## config.mk

```make
export PLATFORM = sky130hd
export DESIGN_NAME = axil_order_dispatcher
export DESIGN_NICKNAME = d
export VERILOG_FILES = /design/src/rtl/axil_order_dispatcher.sv
export SDC_FILE = /design/constraint.sdc
export NUM_CORES = 1
export LEC_CHECK = 0
export CAP_MARGIN = 40
export CORE_UTILIZATION = 48
export CTS_CLUSTER_DIAMETER = 60
export DETAILED_ROUTE_END_ITERATION = 7
export GPL_ROUTABILITY_DRIVEN = 0
export PLACE_DENSITY = 0.66
export SETUP_SLACK_MARGIN = 0.5
export SKIP_CTS_REPAIR_TIMING = 1
export SYNTH_ARGS = -nofsm -noshare
export SYNTH_HDL_FRONTEND = slang
export SYNTH_SLANG_ARGS = --single-unit
```

## constraint.sdc

```tcl
create_clock -name m00_axi_aclk -period 7.45 [get_ports m00_axi_aclk]
set_clock_uncertainty 0.15 [all_clocks]
set_input_delay 1.49 -clock m00_axi_aclk [delete_from_list [all_inputs] [get_ports m00_axi_aclk]]
set_output_delay 1.49 -clock m00_axi_aclk [all_outputs]
set_load 0.02 [all_outputs]
```

## src/rtl/axil_order_dispatcher.sv

```systemverilog
// rtl/axil_order_dispatcher.sv - AXI4-Lite master that drains a FIFO of (addr, data) orders into register writes
// Ports: m00_axi_aclk/m00_axi_areset clock and sync active-high reset; ord_valid/ord_ready/ord_addr/ord_data
// order stream in; m00_axi_aw*/w*/b*/ar*/r* AXI4-Lite master channels; busy, fifo_level, sent_count,
// err_bresp, err_timeout progress and sticky error status.
module axil_order_dispatcher #(
    parameter int                         AXIL_DATA_WIDTH = 32,
    parameter int                         AXIL_ADDR_WIDTH = 8,
    parameter int                         FIFO_DEPTH      = 16,
    parameter logic [AXIL_ADDR_WIDTH-1:0] GATE_ADDR       = 8'h48,
    parameter logic [AXIL_ADDR_WIDTH-1:0] STATUS_ADDR     = 8'h4c,
    parameter int                         POLL_GAP        = 4,
    parameter int                         POLL_TIMEOUT    = 1024
) (
    input  logic                             m00_axi_aclk,
    input  logic                             m00_axi_areset,
    input  logic                             ord_valid,
    output logic                             ord_ready,
    input  logic [AXIL_ADDR_WIDTH-1:0]       ord_addr,
    input  logic [AXIL_DATA_WIDTH-1:0]       ord_data,
    output logic [AXIL_ADDR_WIDTH-1:0]       m00_axi_awaddr,
    output logic [2:0]                       m00_axi_awprot,
    output logic                             m00_axi_awvalid,
    input  logic                             m00_axi_awready,
    output logic [AXIL_DATA_WIDTH-1:0]       m00_axi_wdata,
    output logic [AXIL_DATA_WIDTH/8-1:0]     m00_axi_wstrb,
    output logic                             m00_axi_wvalid,
    input  logic                             m00_axi_wready,
    input  logic [1:0]                       m00_axi_bresp,
    input  logic                             m00_axi_bvalid,
    output logic                             m00_axi_bready,
    output logic [AXIL_ADDR_WIDTH-1:0]       m00_axi_araddr,
    output logic [2:0]                       m00_axi_arprot,
    output logic                             m00_axi_arvalid,
    input  logic                             m00_axi_arready,
    input  logic [AXIL_DATA_WIDTH-1:0]       m00_axi_rdata,
    input  logic [1:0]                       m00_axi_rresp,
    input  logic                             m00_axi_rvalid,
    output logic                             m00_axi_rready,
    output logic                             busy,
    output logic [$clog2(FIFO_DEPTH):0]      fifo_level,
    output logic [31:0]                      sent_count,
    output logic                             err_bresp,
    output logic                             err_timeout
);
    localparam int                PW         = $clog2(FIFO_DEPTH);
    localparam int                LW         = PW + 1;
    localparam int                EW         = AXIL_ADDR_WIDTH + AXIL_DATA_WIDTH;
    localparam logic [LW-1:0]     FULL_LEVEL = LW'(FIFO_DEPTH);
    localparam logic [31:0]       GAP_LAST   = (POLL_GAP > 0) ? 32'(POLL_GAP - 1) : 32'd0;
    localparam logic [31:0]       TIMEOUT_N  = 32'(POLL_TIMEOUT);
    localparam logic [1:0]        RESP_OKAY  = 2'b00;

    typedef enum logic [2:0] {IDLE, POLL_AR, POLL_R, POLL_WAIT, WR, WR_B} state_t;

    state_t                       state_q;
    logic [EW-1:0]                mem_q [FIFO_DEPTH];
    logic [PW-1:0]                wr_ptr_q, wr_ptr_d, rd_ptr_q, rd_ptr_d;
    logic [LW-1:0]                level_q, level_d;
    logic                         ord_ready_q, ord_ready_d;
    logic                         push, pop;
    logic [EW-1:0]                head;
    logic [AXIL_ADDR_WIDTH-1:0]   cur_addr_q;
    logic [AXIL_DATA_WIDTH-1:0]   cur_data_q;
    logic [31:0]                  poll_cnt_q, gap_cnt_q, sent_q;
    logic                         awvalid_q, wvalid_q, arvalid_q, rready_q, bready_q;
    logic                         err_bresp_q, err_timeout_q;

    // ord_ready is registered so it never depends on this cycle's pop: a full FIFO stays closed
    // for the cycle in which it frees a slot.
    assign push = ord_valid && ord_ready_q;
    assign pop  = (state_q == IDLE) && (level_q != '0);
    assign head = mem_q[rd_ptr_q];

    always_comb begin
        wr_ptr_d = wr_ptr_q;
        rd_ptr_d = rd_ptr_q;
        level_d  = level_q;
        if (push) wr_ptr_d = wr_ptr_q + 1'b1;
        if (pop)  rd_ptr_d = rd_ptr_q + 1'b1;
        if (push && !pop)      level_d = level_q + 1'b1;
        else if (!push && pop) level_d = level_q - 1'b1;
        ord_ready_d = (level_d != FULL_LEVEL);
    end

    always_ff @(posedge m00_axi_aclk) begin
        if (push) mem_q[wr_ptr_q] <= {ord_addr, ord_data};
    end

    always_ff @(posedge m00_axi_aclk) begin
        if (m00_axi_areset) begin
            wr_ptr_q    <= '0;
            rd_ptr_q    <= '0;
            level_q     <= '0;
            ord_ready_q <= 1'b0;
        end else begin
            wr_ptr_q    <= wr_ptr_d;
            rd_ptr_q    <= rd_ptr_d;
            level_q     <= level_d;
            ord_ready_q <= ord_ready_d;
        end
    end

    // Each valid is raised on entry to its state and only ever cleared by its own handshake,
    // so no valid depends combinationally on a ready.
    always_ff @(posedge m00_axi_aclk) begin
        if (m00_axi_areset) begin
            state_q       <= IDLE;
            cur_addr_q    <= '0;
            cur_data_q    <= '0;
            poll_cnt_q    <= '0;
            gap_cnt_q     <= '0;
            sent_q        <= '0;
            awvalid_q     <= 1'b0;
            wvalid_q      <= 1'b0;
            arvalid_q     <= 1'b0;
            rready_q      <= 1'b0;
            bready_q      <= 1'b0;
            err_bresp_q   <= 1'b0;
            err_timeout_q <= 1'b0;
        end else begin
            case (state_q)
                IDLE: begin
                    if (pop) begin
                        {cur_addr_q, cur_data_q} <= head;
                        poll_cnt_q <= '0;
                        if (head[EW-1 -: AXIL_ADDR_WIDTH] == GATE_ADDR) begin
                            state_q   <= POLL_AR;
                            arvalid_q <= 1'b1;
                        end else begin
                            state_q   <= WR;
                            awvalid_q <= 1'b1;
                            wvalid_q  <= 1'b1;
                        end
                    end
                end
                POLL_AR: begin
                    if (m00_axi_arready) begin
                        arvalid_q <= 1'b0;
                        rready_q  <= 1'b1;
                        state_q   <= POLL_R;
                    end
                end
                POLL_R: begin
                    if (m00_axi_rvalid) begin
                        rready_q   <= 1'b0;
                        poll_cnt_q <= poll_cnt_q + 32'd1;
                        if (m00_axi_rresp == RESP_OKAY && m00_axi_rdata != '0) begin
                            state_q   <= WR;
                            awvalid_q <= 1'b1;
                            wvalid_q  <= 1'b1;
                        end else if (TIMEOUT_N != 32'd0 && poll_cnt_q + 32'd1 == TIMEOUT_N) begin
                            err_timeout_q <= 1'b1;
                            state_q       <= IDLE;
                        end else if (POLL_GAP == 0) begin
                            state_q   <= POLL_AR;
                            arvalid_q <= 1'b1;
                        end else begin
                            state_q   <= POLL_WAIT;
                            gap_cnt_q <= '0;
                        end
                    end
                end
                POLL_WAIT: begin
                    if (gap_cnt_q == GAP_LAST) begin
                        state_q   <= POLL_AR;
                        arvalid_q <= 1'b1;
                    end else begin
                        gap_cnt_q <= gap_cnt_q + 32'd1;
                    end
                end
                WR: begin
                    if (m00_axi_awready) awvalid_q <= 1'b0;
                    if (m00_axi_wready)  wvalid_q  <= 1'b0;
                    // A channel is done if it already handshook earlier or handshakes now.
                    if ((!awvalid_q || m00_axi_awready) && (!wvalid_q || m00_axi_wready)) begin
                        state_q  <= WR_B;
                        bready_q <= 1'b1;
                    end
                end
                WR_B: begin
                    if (m00_axi_bvalid) begin
                        bready_q <= 1'b0;
                        sent_q   <= sent_q + 32'd1;
                        if (m00_axi_bresp != RESP_OKAY) err_bresp_q <= 1'b1;
                        state_q  <= IDLE;
                    end
                end
                default: state_q <= IDLE;
            endcase
        end
    end

    assign ord_ready       = ord_ready_q;
    assign m00_axi_awaddr  = cur_addr_q;
    assign m00_axi_awprot  = 3'b000;
    assign m00_axi_awvalid = awvalid_q;
    assign m00_axi_wdata   = cur_data_q;
    assign m00_axi_wstrb   = '1;
    assign m00_axi_wvalid  = wvalid_q;
    assign m00_axi_bready  = bready_q;
    assign m00_axi_araddr  = STATUS_ADDR;
    assign m00_axi_arprot  = 3'b000;
    assign m00_axi_arvalid = arvalid_q;
    assign m00_axi_rready  = rready_q;
    assign busy            = (level_q != '0) || (state_q != IDLE);
    assign fifo_level      = level_q;
    assign sent_count      = sent_q;
    assign err_bresp       = err_bresp_q;
    assign err_timeout     = err_timeout_q;

endmodule
```

==> results.py <==
metrics = {
    "status": {
        "run_status": "completed",
    },
    "clock_tree": {
        "cts_num_sinks": 804,
        "cts_made_buffers": 86,
        "cts.htree.levels": 3,
        "cts_tree": "done",
        "clk_pin_slew_worst_paths_ns": 0.06,
        "cts_buffer_depth": 3,
        "root_buffer": "clkbuf_16",
        "insertion_delay_ns": 0.64,
    },
    "floorplanning": {
        "dieArea_mm2": 0.0685,
        "pin_count": 188,
        "die_h_um": 262,
        "core_region_area_mm2": 0.0662,
        "rows": 94,
        "fp.dieW_um": 262,
        "start_util_pct": 48.9,
    },
    "timing": {
        "tns_ns": 0,
        "tightest_slew_ns": 0.872,
        "drv_slew": 0,
        "max_freq_ghz": 0.242,
        "rsz0062_at_grt": "no",
        "worst_slack_ns": 3.31,
        "finalCriticalPeriod_ns": 4.14,
        "final-hold-violation-count": 0,
        "layout_worst_path_cycle_share_pct": 55.5,
        "relSlewSlack_pct": 41.4,
        "setup_viol": 0,
        "timing.hold.ws_ns": 0.301,
    },
    "setup_path": {
        "crit_end": "mem_q[8][9]",
        "path_cells": "clkdlybuf4s50_1 -> and2_0 -> nand2_1 -> nor2_4 -> buf_4",
        "critPathCaptureType": "register",
        "critPathRequiredTime_ns": 7.58,
        "critical_path_buf_inv_count": 2,
        "cpMaxStageDelayCell": "and2_0",
        "r2r_slack_ns": 3.64,
        "cp_data_arrival_time_ns": 4.27,
        "r2r_cells": 9,
        "worstSetupPathDepth": 5,
        "slowest_delay_ns": 0.69,
        "critical-path-top-delay-family": "simple AND/OR/NAND/NOR gates",
        "startpoint_type": "input port",
        "crit_type": "input port to register",
        "timing.rr.end": "m00_axi_awvalid",
        "crit_fanout": 23,
        "cp-startpoint": "ord_valid",
    },
    "grt": {
        "grt_pass1_wl_um": 112000,
        "grt_max_degree": 67,
        "antenna_found_initial": 4,
        "gr-total-overflow": 0,
        "grt_usage_pct": 21.6,
        "grt_pass1_vias": 18900,
    },
    "synth": {
        "synth-seq-cells": 804,
        "ys_warn_count": 0,
        "synth_flop_cell": "edfxtp_1",
        "async_flop_share_pct": 0,
        "syn-instance-count": 2018,
        "syn-cell-area_mm2": 0.0324,
        "synth_enable_flop_cells": 640,
        "synthDistinctLibCells": 70,
        "syn_avg_cell_area_um2": 16.0,
        "ys_seq_area_share_pct": 69.5,
    },
    "power": {
        "cellLeakagePower_nw": 12.0,
        "ir_drop_v": 0.000244,
        "powerDensity_mw_per_mm2": 318,
        "p_total_w": 0.0122,
    },
    "finish": {
        "final_cell_mix": "edfxtp_1 (640), mux4_2 (188), clkdlybuf4s50_1 (168)",
        "drive_gt1_share_pct": 17.8,
        "final_common_cell": "edfxtp_1",
        "areaGrowthSynthToFinish_pct": 18.2,
        "fin_util_pct": 57.8,
        "final_nets": 2298,
    },
    "detailed_routing": {
        "vias": 18500,
        "drc_errors": 0,
        "drt_wl_total_um": 72000,
        "drtPass1Iterations": 7,
        "drt_iter0_markers": 1583,
        "post_drt_via_cell_ratio": 5.88,
        "wire_per_inst_um": 22.9,
        "final_antenna_net_count": 0,
    },
    "placed_design": {
        "hpwl_um": 43100,
        "io_buffers": 169,
        "post-place-ws_ns": 2.72,
    },
    "run": {
        "maxCapViolations": 0,
    },
    "hold_path": {
        "min-delay-path-class": "register to register",
    },
}
-- power by group --
| group | internal, W | total (W) | switching, W |
|---|---|---|---|
| Sequential | 0.00501 | 0.00518 | 0.000169 |
| Clock | 0.00263 | 0.00441 | 0.00178 |
| Combinational | 0.00116 | 0.00258 | 0.00141 |
-- synth_stat cells, types with 3 or more instances --
| library cell | n | area share (%) |
|---|---|---|
| and4_1 | 8 | 0.22 |
| mux2i_1 | 15 | 0.46 |
| nand3_1 | 51 | 0.79 |
| nand4_1 | 30 | 0.58 |
| dfxtp_1 | 164 | 10 |
| nand4b_1 | 5 | 0.14 |
| clkbuf_1 | 85 | 0.99 |
| nor3_1 | 27 | 0.42 |
| a21oi_1 | 105 | 1.6 |
| nor4_1 | 29 | 0.56 |
| mux4_2 | 188 | 13 |
| a311oi_1 | 17 | 0.46 |
| and2_1 | 12 | 0.23 |
| a221oi_1 | 5 | 0.14 |
| and3_1 | 19 | 0.37 |
| nor3_2 | 5 | 0.15 |
| or2_2 | 4 | 0.077 |
| o21ai_0 | 41 | 0.63 |
| nor2b_1 | 7 | 0.14 |
| edfxtp_1 | 640 | 59 |
| nand2_1 | 157 | 1.8 |
| ha_1 | 11 | 0.43 |
| or4_1 | 6 | 0.14 |
| o21ai_1 | 20 | 0.31 |
| buf_2 | 23 | 0.36 |
| o211a_1 | 3 | 0.093 |
| xor2_1 | 30 | 0.81 |
| buf_6 | 4 | 0.14 |
| buf_4 | 20 | 0.46 |
| nand3b_1 | 8 | 0.19 |
| nand2b_1 | 5 | 0.097 |
| a22oi_1 | 7 | 0.16 |
| nor2_1 | 141 | 1.6 |
| or3_1 | 21 | 0.41 |
| a211oi_1 | 8 | 0.19 |
| xnor2_1 | 20 | 0.54 |
| a31oi_1 | 22 | 0.43 |
| inv_1 | 16 | 0.19 |
-- cell families after synthesis --
kind of cell	after synthesis	share of synthesized area [%]
fa+ha+maj	11	0.425
xor+xnor	50	1.35
other cells	2	0.0232
simple gates	547	8.34
buf+inv	151	2.16
flops	804	69.5
mux	204	13.6
compound gates	249	4.61
-- flip-flops by register name, indices dropped and copies added (netlist names), 5 cells and up, named ones only --
signal,cells
poll_cnt_q,32
sent_count,32
m00_axi_wdata,32
m00_axi_awaddr,8
fifo_level,5
mem_q,640
gap_cnt_q,32
-- metrics by stage --
step,area (µm²),instances
after floorplan,32400,2034
after global placement,34900,2965
after detailed placement,35300,2979
after CTS,38200,3140
after global routing,38200,3141
final,38200,3142
-- metal layers --
metal | vias up | global-route usage [%] | part of all wire, %
met3 | 105 | 3.63 | 6.4
met1 | 9425 | 29.5 | 42
li1 | 8303 | - | -
met2 | 629 | 36.1 | 50
met5 | - | 0 | 0.065
met4 | 6 | 5.64 | 1.7
-- worst min-delay path by stage --
stage	start	depth (start not counted)	slack [ns]	to
floorplan	gap_cnt_q[31]	2	0.31	gap_cnt_q[31]
global placement	err_bresp	2	0.28	err_bresp
detailed placement	err_bresp	2	0.29	err_bresp
CTS	m00_axi_wdata[29]	2	0.31	m00_axi_wdata[29]
global route	m00_axi_wdata[2]	2	0.32	m00_axi_wdata[2]
finish	err_bresp	2	0.30	err_bresp
-- layout make-up --
| cell class | count | area [µm²] |
|---|---|---|
| well taps | 864 | 1080 |
| multi-input cells | 1079 | 9350 |
| flip-flops and latches | 804 | 22500 |
| clock buffers | 103 | 2290 |
| fillers | 4968 | 28000 |
| clock inverters | 58 | 672 |
| diodes | 2 | 5.00 |
| repair buffers | 214 | 2280 |
| inverters | 18 | 67.6 |
-- worst register-to-register path, cell delays in order (launching register included) --
cell	delay (ns)
dfxtp_4	0.69
buf_4	0.69
mux4_2	0.44
a22oi_1	0.24
nand3_1	0.17
nor4_1	0.50
buf_4	0.24
and2_1	0.18
mux2i_1	0.26
a311oi_1	0.12
Note: power is estimated with default switching activity, not from simulation.
